`config.mk`:
```
export PLATFORM = sky130hd
export DESIGN_NAME = pipeline_sequencer
export DESIGN_NICKNAME = d
export VERILOG_FILES = /design/src/rtl/vec_ctrl_pkg.sv /design/src/rtl/reg_scoreboard.sv /design/src/rtl/pipeline_sequencer.sv
export SDC_FILE = /design/constraint.sdc
export NUM_CORES = 1
export LEC_CHECK = 0
export CAP_MARGIN = 20
export CORE_ASPECT_RATIO = 1.25
export CORE_UTILIZATION = 51
export DETAILED_ROUTE_END_ITERATION = 10
export MAX_ROUTING_LAYER = met4
export PLACE_DENSITY = 0.81
export SLEW_MARGIN = 40
export SYNTH_ARGS = -nofsm -noshare
export SYNTH_HDL_FRONTEND = slang
export SYNTH_SLANG_ARGS = --single-unit
```
`constraint.sdc`:
```
create_clock -name clk -period 2.62 [get_ports clk]
set_clock_uncertainty 0.1 [all_clocks]
set_input_delay 0.262 -clock clk [delete_from_list [all_inputs] [get_ports clk]]
set_output_delay 0.262 -clock clk [all_outputs]
set_load 0.05 [all_outputs]
```
`src/rtl/vec_ctrl_pkg.sv`:
```
// Shared definitions for the vector pipeline control block.
// Opcode constants, sequencer state encoding and opcode-class helpers.
package vec_ctrl_pkg;

  localparam logic [3:0] OpNop   = 4'h0;
  localparam logic [3:0] OpStore = 4'h8;
  localparam logic [3:0] OpSetc  = 4'hC;
  localparam logic [3:0] OpJnz   = 4'hD;
  localparam logic [3:0] OpHalt  = 4'hF;

  typedef enum logic [1:0] {
    StIdle,
    StRun,
    StFlush,
    StHalted
  } state_e;

  // ALU ops (1..7) and STORE read both rA and rB.
  function automatic logic reads_regs(input logic [3:0] op);
    return (op >= 4'd1) && (op <= OpStore);
  endfunction

  // Only ALU ops write a vector register (rA).
  function automatic logic writes_reg(input logic [3:0] op);
    return (op >= 4'd1) && (op <= 4'd7);
  endfunction

endpackage

```
`src/rtl/reg_scoreboard.sv`:
```
// Pending-write scoreboard: one bit per vector register.
// Ports: clk/rst (sync, active-high), set_en/set_idx marks a register pending,
// clr_en/clr_idx clears it (set wins on a same-cycle collision), rd_a_idx/rd_b_idx
// read ports returning rd_a/rd_b, any_pending ORs all bits.
module reg_scoreboard #(
  parameter int unsigned NREG = 16,
  parameter int unsigned IdxW = 4
) (
  input  logic            clk,
  input  logic            rst,
  input  logic            set_en,
  input  logic [IdxW-1:0] set_idx,
  input  logic            clr_en,
  input  logic [IdxW-1:0] clr_idx,
  input  logic [IdxW-1:0] rd_a_idx,
  input  logic [IdxW-1:0] rd_b_idx,
  output logic            rd_a,
  output logic            rd_b,
  output logic            any_pending
);

  logic [NREG-1:0] pending_q, pending_d;

  always_comb begin
    pending_d = pending_q;
    if (clr_en) pending_d[clr_idx] = 1'b0;
    // Applied after the clear so a same-cycle set of the same register wins.
    if (set_en) pending_d[set_idx] = 1'b1;
  end

  always_ff @(posedge clk) begin
    if (rst) pending_q <= '0;
    else     pending_q <= pending_d;
  end

  assign rd_a        = pending_q[rd_a_idx];
  assign rd_b        = pending_q[rd_b_idx];
  assign any_pending = |pending_q;

endmodule

```
`src/rtl/pipeline_sequencer.sv`:
```
// Decode-stage control for the 4-lane vector pipeline: start/run/stall/flush/halt
// sequencing, hardware loop counter and register scoreboard hazard check.
// Ports: clk, rst (sync, active-high), start pulse, instr_d/valid_d from IF/ID,
// wb_we/wb_rd from write-back; outputs pc_en, stop, bubble, sel_pc, pc_target,
// loop_cnt, halted, busy.
module pipeline_sequencer
  import vec_ctrl_pkg::*;
#(
  parameter int unsigned PC_W  = 12,
  parameter int unsigned CNT_W = 16,
  parameter int unsigned NREG  = 16
) (
  input  logic             clk,
  input  logic             rst,
  input  logic             start,
  input  logic [15:0]      instr_d,
  input  logic             valid_d,
  input  logic             wb_we,
  input  logic [3:0]       wb_rd,
  output logic             pc_en,
  output logic             stop,
  output logic             bubble,
  output logic             sel_pc,
  output logic [PC_W-1:0]  pc_target,
  output logic [CNT_W-1:0] loop_cnt,
  output logic             halted,
  output logic             busy
);

  state_e           state_q, state_d;
  logic [CNT_W-1:0] cnt_q, cnt_d;

  logic [3:0] op, ra, rb;
  logic [7:0] imm8;
  logic       pend_a, pend_b, any_pending;
  logic       sb_set, sb_clr, hazard;
  logic       unused_instr;

  assign op           = instr_d[11:8];
  assign ra           = instr_d[7:4];
  assign rb           = instr_d[3:0];
  assign imm8         = instr_d[7:0];
  assign unused_instr = ^instr_d[15:12];

  // Registered pending bits only: a write-back clear is seen the following cycle.
  assign hazard = (reads_regs(op) && (pend_a || pend_b)) || ((op == OpHalt) && any_pending);
  assign sb_clr = wb_we && (state_q != StIdle) && !rst;

  reg_scoreboard #(
    .NREG (NREG),
    .IdxW (4)
  ) u_scoreboard (
    .clk         (clk),
    .rst         (rst),
    .set_en      (sb_set),
    .set_idx     (ra),
    .clr_en      (sb_clr),
    .clr_idx     (wb_rd),
    .rd_a_idx    (ra),
    .rd_b_idx    (rb),
    .rd_a        (pend_a),
    .rd_b        (pend_b),
    .any_pending (any_pending)
  );

  always_comb begin
    state_d   = state_q;
    cnt_d     = cnt_q;
    stop      = 1'b1;
    pc_en     = 1'b0;
    bubble    = 1'b1;
    sel_pc    = 1'b0;
    pc_target = '0;
    sb_set    = 1'b0;

    unique case (state_q)
      StIdle: begin
        if (start) state_d = StRun;
      end
      StRun: begin
        stop  = 1'b0;
        pc_en = 1'b1;
        if (valid_d) begin
          if (hazard) begin
            stop  = 1'b1;
            pc_en = 1'b0;
          end else if (reads_regs(op)) begin
            bubble = 1'b0;
            sb_set = writes_reg(op);
          end else if (op == OpSetc) begin
            cnt_d = CNT_W'(imm8);
          end else if ((op == OpJnz) && (cnt_q != '0)) begin
            sel_pc    = 1'b1;
            pc_target = PC_W'(imm8);
            cnt_d     = cnt_q - CNT_W'(1);
            state_d   = StFlush;
          end else if (op == OpHalt) begin
            stop    = 1'b1;
            pc_en   = 1'b0;
            state_d = StHalted;
          end
        end
      end
      StFlush: begin
        // IF/ID holds the wrong-path instruction; it is squashed by the default bubble.
        stop    = 1'b0;
        pc_en   = 1'b1;
        state_d = StRun;
      end
      StHalted: begin
      end
      default: state_d = StIdle;
    endcase

    // Reset overrides the current state's outputs immediately.
    if (rst) begin
      stop      = 1'b1;
      pc_en     = 1'b0;
      bubble    = 1'b1;
      sel_pc    = 1'b0;
      pc_target = '0;
      sb_set    = 1'b0;
    end
  end

  always_ff @(posedge clk) begin
    if (rst) begin
      state_q <= StIdle;
      cnt_q   <= '0;
    end else begin
      state_q <= state_d;
      cnt_q   <= cnt_d;
    end
  end

  assign loop_cnt = cnt_q;
  assign halted   = (state_q == StHalted);
  assign busy     = (state_q == StRun) || (state_q == StFlush);

endmodule
```
==> results of run 1 <==
[where the power goes]
group | internal (mW) | switching [mW]
logic | 0.112 | 0.172
registers | 0.520 | 0.00640
clock network | 0.211 | 0.214
[layout make-up]
type	count	area (um2)
multi-input combinational	245	1880
clock inverter	2	12.5
inverter	11	41.3
timing repair buffer	76	801
sequential	34	701
tap	60	75.1
fill	400	1280
clock buffer	6	82.6
[logic make-up (layout without fill, tap and decap cells)]
group | Yosys count | after routing | synth area share, %
compound gates | 66 | 66 | 22.2
xor+xnor | 2 | 2 | 0.947
fa+ha+maj | 6 | 6 | 2.84
buf+inv | 35 | 95 | 6.20
flops | 34 | 34 | 25.7
mux | 18 | 18 | 11.4
other cells | 1 | 4 | 0.142
simple gates | 149 | 149 | 30.6
[through the flow]
step | power [mW] | utilization, % | setup WS (ns) | instance area [um2]
global route | 1.28 | 73.7 | -0.0394 | 3590
global placement | 0.811 | 70.5 | -0.364 | 3430
detailed placement | 0.816 | 70.5 | -0.402 | 3430
floorplan | 0.715 | - | 0.0518 | 2690
CTS | 1.23 | 72.8 | 0.0333 | 3540
finish | 1.24 | 73.7 | 0.0453 | 3590
[flip-flops by register name, indices dropped and copies added (netlist names)]
register	cells
u_scoreboard.pending_q	16
loop_cnt	16
state_q	2
[path summary, 6_finish.rpt]
| check | from | end | slack, ns | cells past startpoint |
|---|---|---|---|---|
| hold / removal | instr_d[4] | u_scoreboard.pending_q[7] | 0.33 | 4 |
| setup / recovery | u_scoreboard.pending_q[15] | pc_en | 0.05 | 6 |
| setup reg to reg | loop_cnt[0] | loop_cnt[13] | 0.25 | 9 |
| hold reg to reg | loop_cnt[15] | loop_cnt[15] | 0.39 | 2 |
[cells in the final DEF, fill, tap and decap left out, types with 3 or more instances in the layout]
cell                              synthesis  routed
sky130_fd_sc_hd__nor3_1                   6       6
sky130_fd_sc_hd__clkdlybuf4s50_1          0      34
sky130_fd_sc_hd__mux2i_1                  9       9
sky130_fd_sc_hd__ha_1                     6       6
sky130_fd_sc_hd__o41ai_2                  8       8
sky130_fd_sc_hd__clkbuf_8                 0       6
sky130_fd_sc_hd__nor2_1                  17      16
sky130_fd_sc_hd__dfxtp_1                 34      20
sky130_fd_sc_hd__nor2b_1                  6       6
sky130_fd_sc_hd__conb_1                   1       4
sky130_fd_sc_hd__nand3_1                 31      31
sky130_fd_sc_hd__o31ai_1                  4       4
sky130_fd_sc_hd__dfxtp_2                  0      13
sky130_fd_sc_hd__nor4_1                   9       9
sky130_fd_sc_hd__buf_12                   0       9
sky130_fd_sc_hd__o211ai_1                 6       6
sky130_fd_sc_hd__o311ai_0                 6       6
sky130_fd_sc_hd__a21oi_1                 12      12
sky130_fd_sc_hd__o32ai_1                  4       4
sky130_fd_sc_hd__buf_4                    4      26
sky130_fd_sc_hd__inv_1                   11      11
sky130_fd_sc_hd__mux4_2                   4       8
sky130_fd_sc_hd__or3_1                    3       3
sky130_fd_sc_hd__and2_2                   1       8
sky130_fd_sc_hd__o41ai_1                  7       7
sky130_fd_sc_hd__o21ai_0                  4       3
sky130_fd_sc_hd__nand2b_1                11      11
sky130_fd_sc_hd__nand2_1                 37      37
[worst reg2reg max path, delay by kind of cell (launching register included)]
| family | cells | cell delay (ns) |
|---|---|---|
| mux | 1 | 0.14 |
| buf+inv | 3 | 0.45 |
| simple gates | 3 | 0.89 |
| fa+ha+maj | 1 | 0.24 |
| compound gates | 1 | 0.10 |
| flops | 1 | 0.35 |
[layer usage]
layer / vias to the layer above / GRT usage [%]
li1: 1297 / -
met1: 1342 / 32.0
met4: 0 / 11.7
met3: 24 / 5.22
met5: - / -
met2: 147 / 53.0
[timing repair]
action | in CTS | in global routing
gates resized for setup | 10 | 26
hold buffers | 0 | 0
endpoints found under the setup margin | 12 | 10
setup buffers | 0 | 1
pin swaps | 0 | 3
==> Implementation_results.wiki, run 1 <==
{| class="wikitable"
! Metric !! Value
|-
| Run status || completed
|-
| Most instantiated cells after synthesis || 37 x sky130_fd_sc_hd__nand2_1, 34 x sky130_fd_sc_hd__dfxtp_1, 31 x sky130_fd_sc_hd__nand3_1
|-
| CP cell instances || mux4_2 -> mux2i_1 -> mux2_4 -> nand4_4 -> a2111oi_4 -> clkbuf_16
|-
| Maximum fanout encountered on the critical timing path || 4
|-
| RSZ-0062 raised after global routing || true
|-
| Fraction of layout cells with a size suffix above 1 || between 20% and 30%
|-
| Cell type with the highest aggregate area in the netlist || sky130_fd_sc_hd__dfxtp_1
|-
| Count of antenna-violating nets left after detailed routing || 0
|-
| Initial core utilization || between 50% and 60%
|-
| Kind of cell adding the most delay to the critical path || multiplexers
|-
| First-pass GRT wire length || 12100 um
|-
| # diodes || 0
|-
| # Max-Cap Violations || 0
|-
| Mean routed wirelength per cell || 17.5 um
|-
| Final setup TNS || 0 ns
|-
| Type of the worst setup path || flop to output pin
|-
| Worst slew margin relative to its limit || 50.9%
|-
| Final layout net count || 404
|-
| Clock-pin slew reported for the worst setup and hold paths after clock tree synthesis || 0.07 ns
|-
| Largest net degree at the start of global routing || 25
|-
| Clk Tree Root Cell || sky130_fd_sc_hd__clkbuf_8
|-
| DR vias/cell || 6.47
|-
| Worst hold slack after final layout || between 0.3 and 0.4 ns
|-
| Syn. warnings || 0
|-
| Share of flip-flops with an asynchronous set or reset || 0%
|-
| Number of non-filler instances in the completed layout || between 400 and 500
|-
| Clock Sink Count || 34
|-
| Max IR drop VDD || 254 uV
|-
| Number of buffers created by CTS || 5
|-
| Area fraction of the dominant cell type after synthesis || 25.7%
|-
| Die area || approximately 5500 um2
|-
| Buffer depth of the longest clock path || 2
|-
| Uppermost layer routed || met4
|-
| Count of boundary I/O pins || 59
|-
| Wire length reported by the detailed router || 7600 um
|-
| Detailed router's first-iteration violation count || 298
|-
| Share of the cycle needed by the critical path after routing || 98.3%
|-
| Leakage power total || 1.37 nW
|-
| Die outline width || 66.4 um
|-
| Library cell with the highest instance count after synthesis || sky130_fd_sc_hd__nand2_1
|-
| Clock latency of the later-clocked register in the worst-skew pair || around 0.3 ns
|-
| Type of origin of the critical path || flop
|-
| Number of placement rows || 28
|-
| Class of the tightest hold or removal check || primary input to flop
|-
| Global route overflow || 0
|-
| Slowest stage cell, crit path || sky130_fd_sc_hd__mux4_2
|-
| Number of antenna violations at the first check in global routing || 0
|-
| Number of global-route vias before repair || 2605
|-
| Setup-violating endpoint count in the final report || 0
|-
| Worst endpoint data arrival time || 2.21 ns
|-
| DRC violation count after routing || 0
|-
| Number of placed instances, taps included || 425
|-
| CORE AREA || 4870 um2
|-
| Number of flops mapped to enable cells by yosys || 0
|-
| Register bit count reported by yosys || 34
|-
| Routed wl met3 || 527 um
|-
| Average size of a mapped cell || 8.50 um2
|-
| Number of unique standard cell types used by synthesis || 60
|-
| Final HPWL DP || 5730 um
|-
| Area contributors post-synth || sky130_fd_sc_hd__dfxtp_1 26%, sky130_fd_sc_hd__nand3_1 5.9%, sky130_fd_sc_hd__nand2_1 5.3%
|-
| Total buffers and inverters traversed by the critical path || 1
|-
| Number of instances in the synthesized netlist || between 300 and 400
|-
| GPL Wtd Cong || 0.890
|-
| Overall fraction of global-route tracks in use || 29.5%
|-
| Slew at the pin closest to its max-slew limit || between 0.7 and 0.8 ns
|-
| Length of the first detailed-routing pass in iterations || 5
|-
| Most frequently used flop master after synthesis || sky130_fd_sc_hd__dfxtp_1
|-
| Power density over the cells || 345 nW/um2
|-
| Number of port buffers || 50
|-
| Clock tree from TritonCTS || done
|-
| Height of the die || 82.5 um
|-
| Synth Cell Area || 2640 um2
|-
| Critical path data required time || 2.26 ns
|-
| Routed length on met1 || slightly below 3000 um
|-
| Area growth, synth to finish || 35.8%
|-
| Upper clock frequency limit || 388 MHz
|-
| Maximum level of the CTS H-tree || 2
|-
| Final count of hold timing violations || 0
|-
| Part of the Yosys area used for sequential elements || 25.7%
|-
| Detailed route wirelength on metal2 || ~4000 um
|-
| Min cycle time layout || 2.57 ns
|-
| Final Max Slew Viols || 0
|-
| Worst path max stage delay || about 0.47 ns
|-
| Overall via count from detail_route || 2810
|-
| Kind of end point of the critical path || output pin
|}
(Power assumes the default switching activity.)
==> run 2, diff against run 1 <==
--- a/config.mk
+++ b/config.mk
@@ -6,7 +6,7 @@
 export NUM_CORES = 1
 export LEC_CHECK = 0
 export CAP_MARGIN = 20
-export CORE_ASPECT_RATIO = 1.25
+export CORE_ASPECT_RATIO = 0.75
 export CORE_UTILIZATION = 51
 export DETAILED_ROUTE_END_ITERATION = 10
 export MAX_ROUTING_LAYER = met4
==> run 2 against run 1 <==
- the flow now finishes with violations (setup timing)
- global-route usage increased by 3.4 points
- combinational power grew 2%
- sequential power about the same
- largest cell class unchanged
==> Implementation_results.wiki, run 2 (same netlist as run 1, synthesis figures left out) <==
{| class="wikitable"
! Metric !! Value
|-
| RSZ-0062 raised after global routing || true
|-
| Slew at the pin closest to its max-slew limit || 0.848 ns (+0.122 ns)
|-
| Worst path setup slack after routing || -0.0417 ns (-0.0871 ns)
|-
| Fill count || 361 (-9.8%)
|-
| Overall fraction of global-route tracks in use || 32.9% (+3.4 points)
|-
| Capture instance of the worst register-to-register path || loop_cnt[2]
|-
| Class of the tightest hold or removal check || flop to flop
|-
| Hold path start || loop_cnt[14]
|-
| Count of boundary I/O pins || 59 (unchanged)
|-
| Cts-stage hold buffer count || 0 (unchanged)
|-
| Buffer depth of the longest clock path || 2 (unchanged)
|-
| Count of antenna-violating nets left after detailed routing || 0 (unchanged)
|-
| Initial core utilization || 53.7% (-0.63 points)
|-
| # Max-Cap Violations || 0 (unchanged)
|-
| Largest net degree at the start of global routing || 25 (unchanged)
|-
| Switch Pwr || 0.387 mW (-1.6%)
|-
| DR vias/cell || 6.62 (+2.2%)
|-
| Worst endpoint data arrival time || 2.30 ns (+0.09 ns)
|-
| Startpoint of the most critical register-to-register path || u_scoreboard.pending_q[7]
|-
| Number of buffers created by CTS || 5 (unchanged)
|-
| Run status || finished, violations left
|-
| GPL Wtd Cong || 0.949 (+6.7%)
|-
| Length of the first detailed-routing pass in iterations || 5 (unchanged)
|-
| Worst slew margin relative to its limit || 42.7% (-8.2 points)
|-
| Failing checks || setup timing
|-
| Clock Sink Count || 34 (unchanged)
|-
| Final layout net count || 414 (+2.5%)
|-
| Power density over the cells || 350 nW/um2 (+1.5%)
|-
| Fraction of the core area covered by cells at the end of the flow || 74.8% (+1.0 points)
|-
| Area growth, synth to finish || 39.3%
|-
| Sequential Power Share || 40.8% (-1.8 points)
|-
| Pre-CTS worst setup slack || -0.415 ns (-0.0122 ns)
|-
| Critical path data required time || 2.26 ns (about the same)
|-
| Final count of hold timing violations || 0 (unchanged)
|-
| Number of port buffers || 50 (unchanged)
|-
| Maximum fanout encountered on the critical timing path || 3 (-1)
|-
| Share of total power consumed by net switching || 30.0% (-1.8 points)
|-
| Clk Tree Root Cell || sky130_fd_sc_hd__clkbuf_8
|-
| Share of the cycle needed by the critical path after routing || 102% (+3.3 points)
|-
| Number of antenna violations at the first check in global routing || 0 (unchanged)
|-
| Fraction of layout cells with a size suffix above 1 || 29.4% (+1.6 points)
|-
| Max IR drop VDD || 238 uV (-6.3%)
|-
| Overall via count from detail_route || 2939 (+4.6%)
|-
| Detailed router's first-iteration violation count || 475 (+59%)
|-
| Leakage power total || 1.43 nW (+4.2%)
|-
| Number of cells on the worst reg-to-reg path || 7 (-2)
|-
| Die area || 5480 um2 (about the same)
|-
| Number of placed instances, taps included || 432 (+1.6%)
|-
| Portion of total power attributed to combinational logic || 22.7% (-0.3 points)
|-
| Type of origin of the critical path || flop
|-
| Clock tree from TritonCTS || done
|-
| DRC violation count after routing || 0 (unchanged)
|-
| Height of the die || 64.4 um (-22%)
|-
| Kind of end point of the critical path || output pin
|-
| Most common cell after layout, fill and taps aside || sky130_fd_sc_hd__nand2_1
|-
| Global route overflow || 0 (unchanged)
|-
| Maximum level of the CTS H-tree || 2 (unchanged)
|-
| Min cycle time layout || 2.66 ns (+0.0871 ns)
|-
| Cell internal power dissipation || 0.902 mW (+6.8%)
|-
| Number of non-filler instances in the completed layout || 444 (+2.3%)
|-
| Clock-pin slew reported for the worst setup and hold paths after clock tree synthesis || 0.08 ns (about the same)
|-
| CORE AREA || 4930 um2 (+1.2%)
|-
| Die outline width || 85.1 um (+28%)
|-
| # diodes || 0 (unchanged)
|-
| Clock network fraction of design power || 36.5% (+2.1 points)
|-
| Number of placement rows || 22 (-21%)
|-
| Mean routed wirelength per cell || 18.8 um (+7.2%)
|-
| Number of global-route vias before repair || 2684 (+3.0%)
|-
| Clock latency of the later-clocked register in the worst-skew pair || 0.29 ns (about the same)
|-
| Commonest cells after routing, fill and taps aside || 37 x sky130_fd_sc_hd__nand2_1, 36 x sky130_fd_sc_hd__buf_4, 35 x sky130_fd_sc_hd__clkdlybuf4s50_1, 30 x sky130_fd_sc_hd__nand3_1, 23 x sky130_fd_sc_hd__dfxtp_1
|-
| Final HPWL DP || 6280 um (+9.7%)
|-
| First-pass GRT wire length || 13700 um (+14%)
|-
| R2r setup slk || 0.25 ns (about the same)
|-
| Number of cells on the worst hold path || 2 (-2)
|-
| Upper clock frequency limit || 376 MHz (-3.3%)
|-
| Setup-violating endpoint count in the final report || 2 (+2)
|-
| Final Max Slew Viols || 0 (unchanged)
|-
| Type of the worst setup path || flop to output pin
|-
| Hold-critical path endpoint || loop_cnt[14]
|-
| Total power || 1.29 mW (+4.1%)
|-
| Wire length reported by the detailed router || 8330 um (+9.7%)
|}
run 2: changes by cell type in the layout (fill, tap and decap cells not counted), moves of 2 or more:
| cell | before | now |
|---|---|---|
| sky130_fd_sc_hd__dfxtp_1 | 20 | 23 |
| sky130_fd_sc_hd__buf_4 | 26 | 36 |
| sky130_fd_sc_hd__clkbuf_8 | 6 | 8 |
| sky130_fd_sc_hd__dfxtp_2 | 13 | 9 |
run 2: through the flow:
stage / instance area (um2) / hold WS, ns / setup TNS, ns
final: 3680 / 0.393 / -0.0437
after global routing: 3680 / 0.407 / -0.208
after CTS: 3640 / 0.395 / -0.0738
after detailed placement: 3500 / 0.385 / -3.42
after global placement: 3500 / 0.377 / -1.42
after floorplan: 2690 / 0.360 / 0
run 2: critical path, cell delays in order, from the launching register on:
cell and delay [ns]:
sky130_fd_sc_hd__dfxtp_4 0.36, sky130_fd_sc_hd__mux4_2 0.48, sky130_fd_sc_hd__mux2i_1 0.16, sky130_fd_sc_hd__mux2_4 0.19, sky130_fd_sc_hd__nand4_4 0.10, sky130_fd_sc_hd__buf_12 0.16
sky130_fd_sc_hd__a2111oi_4 0.32, sky130_fd_sc_hd__clkbuf_16 0.23
run 2: repair_timing:
item                                    in CTS  in global routing
buffers inserted                             1                  3
endpoints found under the setup margin      11                 10
gates resized for setup                     20                 11
pin swaps                                    2                  2
run 2: worst max-delay path by stage:
stage	from	to	depth (start not counted)
6_report	u_scoreboard.pending_q[7]	pc_en	7
5_1_grt	u_scoreboard.pending_q[12]	pc_en	7
4_1_cts	u_scoreboard.pending_q[7]	pc_en	7
3_5_place_dp	instr_d[0]	bubble	7
3_3_place_gp	instr_d[0]	bubble	7
2_1_floorplan	loop_cnt[0]	pc_target[0]	7
run 2: routing by layer:
metal / up-vias / wire length [um] / GRT usage [%]
li1: 1321 / - / -
met1: 1397 / 3590 / 45.5
met2: 207 / 3680 / 48.0
met3: 14 / 946 / 7.62
met4: 0 / 115 / 8.90
met5: - / 0 / -
run 2: power by group through the flow:
stage               combinational, mW  clock [mW]  sequential [mW]
floorplan                       0.171           0            0.544
global placement                0.277           0            0.539
detailed placement              0.284           0            0.540
CTS                             0.286       0.468            0.527
global route                    0.312       0.493            0.527
finish                          0.292       0.470            0.526
run 2: area by class of cell:
class,count,area (um2),share of cell area [%]
multi-input cells,245,1870,50.8
well taps,60,75.1,2.04
inverters,11,41.3,1.12
repair buffers,86,886,24.0
clock buffers,8,110,2.99
flip-flops and latches,34,699,19.0
